File: src/rtl/tdm_pkg.sv
// Shared definitions for the 4-channel TDM demultiplexer.
// Holds the channel count, the HUNT/LOCK state encoding and the default sample width.
// Imported by tdm_demux4 and its write-strobe decoder.
package tdm_pkg;

  localparam int NUM_CH        = 4;
  localparam int DEFAULT_WIDTH = 8;

  typedef enum logic {
    HUNT = 1'b0,
    LOCK = 1'b1
  } state_e;

endpackage

File: src/rtl/dec2to4.sv
// One-hot write-strobe decoder: turns a 2-bit channel select plus enable into 4 strobes.
// Purely combinational, zero latency; no flow control.
// Ports: sel_i (channel index), en_i (write enable), strb_o (one-hot strobe, all zero when en_i=0).
module dec2to4
  import tdm_pkg::*;
(
  input  logic [1:0]        sel_i,
  input  logic              en_i,
  output logic [NUM_CH-1:0] strb_o
);

  always_comb begin
    strb_o = '0;
    if (en_i) strb_o[sel_i] = 1'b1;
  end

endmodule

File: src/rtl/tdm_demux4.sv
// Splits a time-multiplexed sample stream into 4 registered channels, framed by frame_sync.
// Latency: one clock from sample acceptance to chN/ch_valid (frame-latched build: outputs
// load one clock after the channel-3 sample). No backpressure: every din_valid sample is taken.
// Ports: clk, rst (async, active-high), din/din_valid/frame_sync in; ch0..ch3, ch_valid,
// frame_done, sync_err, locked out.
// Build option: define TDM_DEMUX_FRAME_LATCH_EN to load all four channels together per frame.
module tdm_demux4
  import tdm_pkg::*;
#(
  parameter int WIDTH = DEFAULT_WIDTH
) (
  input  logic             clk,
  input  logic             rst,
  input  logic [WIDTH-1:0] din,
  input  logic             din_valid,
  input  logic             frame_sync,
  output logic [WIDTH-1:0] ch0,
  output logic [WIDTH-1:0] ch1,
  output logic [WIDTH-1:0] ch2,
  output logic [WIDTH-1:0] ch3,
  output logic [3:0]       ch_valid,
  output logic             frame_done,
  output logic             sync_err,
  output logic             locked
);

  state_e            state_q, state_d;
  logic [1:0]        sel_q, sel_d;
  logic              wr_en;
  logic [1:0]        wr_sel;
  logic              err_d;
  logic [NUM_CH-1:0] strb;

  logic [NUM_CH-1:0][WIDTH-1:0] ch_q;
  logic [NUM_CH-1:0]            ch_valid_q;
  logic                         frame_done_q;
  logic                         sync_err_q;

  // Framing FSM: decides which channel (if any) the current sample is written to.
  always_comb begin
    state_d = state_q;
    sel_d   = sel_q;
    wr_en   = 1'b0;
    wr_sel  = 2'd0;
    err_d   = 1'b0;
    case (state_q)
      HUNT: begin
        if (din_valid && frame_sync) begin
          state_d = LOCK;
          wr_en   = 1'b1;
          sel_d   = 2'd1;
        end
      end
      LOCK: begin
        if (din_valid) begin
          wr_en = 1'b1;
          if (frame_sync) begin
            // Sync always restarts the frame at ch0; it is only an error mid-frame.
            sel_d = 2'd1;
            err_d = (sel_q != 2'd0);
          end else begin
            wr_sel = sel_q;
            sel_d  = sel_q + 2'd1;
          end
        end
      end
      default: state_d = HUNT;
    endcase
  end

  always_ff @(posedge clk or posedge rst) begin
    if (rst) begin
      state_q    <= HUNT;
      sel_q      <= 2'd0;
      sync_err_q <= 1'b0;
    end else begin
      state_q    <= state_d;
      sel_q      <= sel_d;
      sync_err_q <= err_d;
    end
  end

  dec2to4 u_dec (
    .sel_i  (wr_sel),
    .en_i   (wr_en),
    .strb_o (strb)
  );

`ifdef TDM_DEMUX_FRAME_LATCH_EN
  // Samples collect in shadow registers; the outputs only see a frame once ch3 is in,
  // so a frame aborted by resync never becomes visible.
  logic [NUM_CH-1:0][WIDTH-1:0] shadow_q;
  logic                         pend_q;

  always_ff @(posedge clk or posedge rst) begin
    if (rst) begin
      shadow_q     <= '0;
      pend_q       <= 1'b0;
      ch_q         <= '0;
      ch_valid_q   <= '0;
      frame_done_q <= 1'b0;
    end else begin
      for (int n = 0; n < NUM_CH; n++) begin
        if (strb[n]) shadow_q[n] <= din;
      end
      pend_q       <= strb[NUM_CH-1];
      ch_valid_q   <= pend_q ? {NUM_CH{1'b1}} : '0;
      frame_done_q <= pend_q;
      if (pend_q) ch_q <= shadow_q;
    end
  end
`else
  always_ff @(posedge clk or posedge rst) begin
    if (rst) begin
      ch_q         <= '0;
      ch_valid_q   <= '0;
      frame_done_q <= 1'b0;
    end else begin
      for (int n = 0; n < NUM_CH; n++) begin
        if (strb[n]) ch_q[n] <= din;
      end
      ch_valid_q   <= strb;
      // Resync restarts at ch0, so an aborted frame never produces a ch3 strobe.
      frame_done_q <= strb[NUM_CH-1];
    end
  end
`endif

  assign ch0        = ch_q[0];
  assign ch1        = ch_q[1];
  assign ch2        = ch_q[2];
  assign ch3        = ch_q[3];
  assign ch_valid   = ch_valid_q;
  assign frame_done = frame_done_q;
  assign sync_err   = sync_err_q;
  assign locked     = (state_q == LOCK);

endmodule

File: config.mk
export PLATFORM = sky130hd
export DESIGN_NAME = tdm_demux4
export DESIGN_NICKNAME = d
export VERILOG_FILES = /design/src/rtl/tdm_pkg.sv /design/src/rtl/dec2to4.sv /design/src/rtl/tdm_demux4.sv
export SDC_FILE = /design/constraint.sdc
export NUM_CORES = 1
export LEC_CHECK = 0
export BUFFER_PORTS_ARGS = -buffer_cell sky130_fd_sc_hd__buf_4
export CORE_MARGIN = 2
export CORE_UTILIZATION = 56
export CTS_BUF_LIST = sky130_fd_sc_hd__clkbuf_8
export CTS_CLUSTER_DIAMETER = 30
export DETAILED_ROUTE_END_ITERATION = 7
export PLACE_DENSITY = 0.87
export SETUP_SLACK_MARGIN = 0.02
export SLEW_MARGIN = 15
export SYNTH_ARGS = -nofsm -noshare
export SYNTH_HDL_FRONTEND = slang
export SYNTH_SLANG_ARGS = --single-unit
File: constraint.sdc
create_clock -name clk -period 3.8 [get_ports clk]
set_input_delay 0.57 -clock clk [delete_from_list [all_inputs] [get_ports clk]]
set_output_delay 0.57 -clock clk [all_outputs]
set_load 0.1 [all_outputs]
==> metrics.txt <==
PostCTS Resize Cnt 0; cells after synthesis 94; Starting Density about three fifths; CTS Buf Count 5; clock skew after layout roughly 0.0055 ns; Clock transition at path regs ~0.080 ns; root buf cell clkbuf_8; aggregate routed wire length about 3000 µm; Final Setup Violations 0; Setup TNS 0 ns; Slowest cell on crit path dfrtp_1; Crit. End Element output port; I/O pins just over 50; post-CTS setup buffers 0; # port buffers 50; Rows 19; global-route met1 utilization a little over a quarter; FF+latch count, synth 40; max incr delay on CP about 0.42 ns; Synthesized Nets 107; Mapped Area 1580 µm²; busiest grt layer met2; Avg WL per Cell roughly 17 µm; Synth area leader dfrtp_1; met3 usage under 10%; Post-route DRC 0; placeable core area 2710 µm²; Vias/cell 5.28; Die Area ~3300 µm²; clock sinks 40; GRT overflow 0; Yosys top cell area share 63.2%; die height about 57 µm; Slew Limit Fails 0; final net count between 150 and 200; clock latency at the later pin of the worst-skew pair 0.29 ns; gr usage total about 21%; M2 GR Usage 31.5%; crit share post-route between 40% and 50%; post-detail-place hpwl 2100 µm; number of synthesis warnings 0; result of the run complete, no violations; Max-slew headroom between 50 and 60%; Die X ~57 µm; final instance area approximately 2100 µm²; vias in the first global route slightly below 1,000; Netlist cell types 16; crit path buf inv count 1; worst endpoint required time 3.23 ns; max-cap violation count 0; CTS tree built; vias 955; H-tree Lvls 2; Area growth, synth to finish 32.7%; Max FO, Critical Path 6; layout cells sized above 1 roughly 64%; Crit Path Class flip-flop to output port; Post-CTS Hold Fix Bufs 0; pin count of the biggest net entering global routing 41; Worst Hold Class primary input to async pin; top cells by area, synth dfrtp_1 63%, mux2_4 15%, mux2_2 11%; GP Congestion between 0.7 and 0.8; Initial DRC Count 8; first-pass GRT wire length 4900 µm; slew at the pin closest to its max-slew limit approximately 0.60 ns; CP Data Arrival Time roughly 1.0 ns; First-pass DRT Iterations 4; Fin. Hold Viols 0; DP Area between 1500 and 2000 µm²; clk buf depth 2; sequential share of the synthesized area 63.2%; Startpoint Class flip-flop; ANT cells 0; Final ANT Viol Nets 0; critical path cell sequence buf_4; Max Fclk 623 MHz; Synth Area per Inst around 17 µm²; RSZ-0062 raised after global routing no; initial antenna violation count 0; Tmin final 1.61 ns; Crit path max-delay family flip-flops
path summary, 6_finish.rpt:
path	start	end	slack, ns	cells after the start
worst min register to register	ch0[4]	ch0[4]	0.51	1
worst max register to register	locked	ch0[5]	2.20	3
worst max-delay path	locked	locked	2.19	1
max in group asynchronous	rst	ch0[5]	3.06	3
min in group clk	ch0[4]	ch0[4]	0.51	1
worst min-delay path	rst	ch3[3]	0.39	3
cell families after synthesis:
logic type,after synthesis,share of synthesized area [%]
adders and majority gates,1,0.790
buffers and inverters,8,3.08
AOI/OAI and AO/OA,6,2.53
and+or+nand+nor,7,3.87
DFF,40,63.2
muxes,32,26.5
layer usage:
metal / vias up / part of all wire, %
li1: 435 / -
met1: 477 / 42
met2: 37 / 49
met3: 6 / 6.8
met4: 0 / 1.8
met5: - / 0
area by class of cell:
cell class              instances  area (µm²)
clock buffers                   7        96.3
clock inverters                 1        30.0
fillers                       164         608
inverters                       5        18.8
multi-input cells              46         534
flip-flops and latches         40        1000
well taps                      31        38.8
repair buffers                 51         383
cells in the mapped netlist:
library cell,instances
a22o_1,1
buf_6,2
mux2_2,16
a21o_1,1
and3b_2,1
nand3_2,1
o21ai_2,1
inv_1,5
mux2_4,16
buf_4,1
nor3b_1,2
ha_1,1
dfrtp_1,40
and3_4,2
o21ai_0,3
nand2_1,1
placed cells by master, fill, tap and decap left out, types with 2 or more instances in the layout:
master	count
and3_4	2
buf_4	51
clkbuf_8	7
dfrtp_1	40
inv_1	5
mux2_2	16
mux2_4	16
nor3b_1	2
o21ai_0	3
stage by stage:
step	hold WS, ns	std cells	setup WS, ns	util (%)
finish	0.392	181	2.19	77.6
global route	0.434	181	2.12	77.6
CTS	0.402	181	2.18	77.6
detailed placement	0.494	173	2.04	72.9
global placement	0.488	173	2.09	72.9
floorplan	0.533	94	1.73	-
sequential cells by signal, summed over array words and instances (netlist names):
name,flops
sync_err,1
ch0,8
ch3,8
ch2,8
sel_q,2
ch1,8
ch_valid,4
locked,1
worst min-delay path, delay by kind of cell:
kind / cells / cell delay (ns)
buffers and inverters: 3 / 0.56
Power is not shown: default switching activity piles up to over one toggle a cycle in this logic, so the estimate is an artifact.
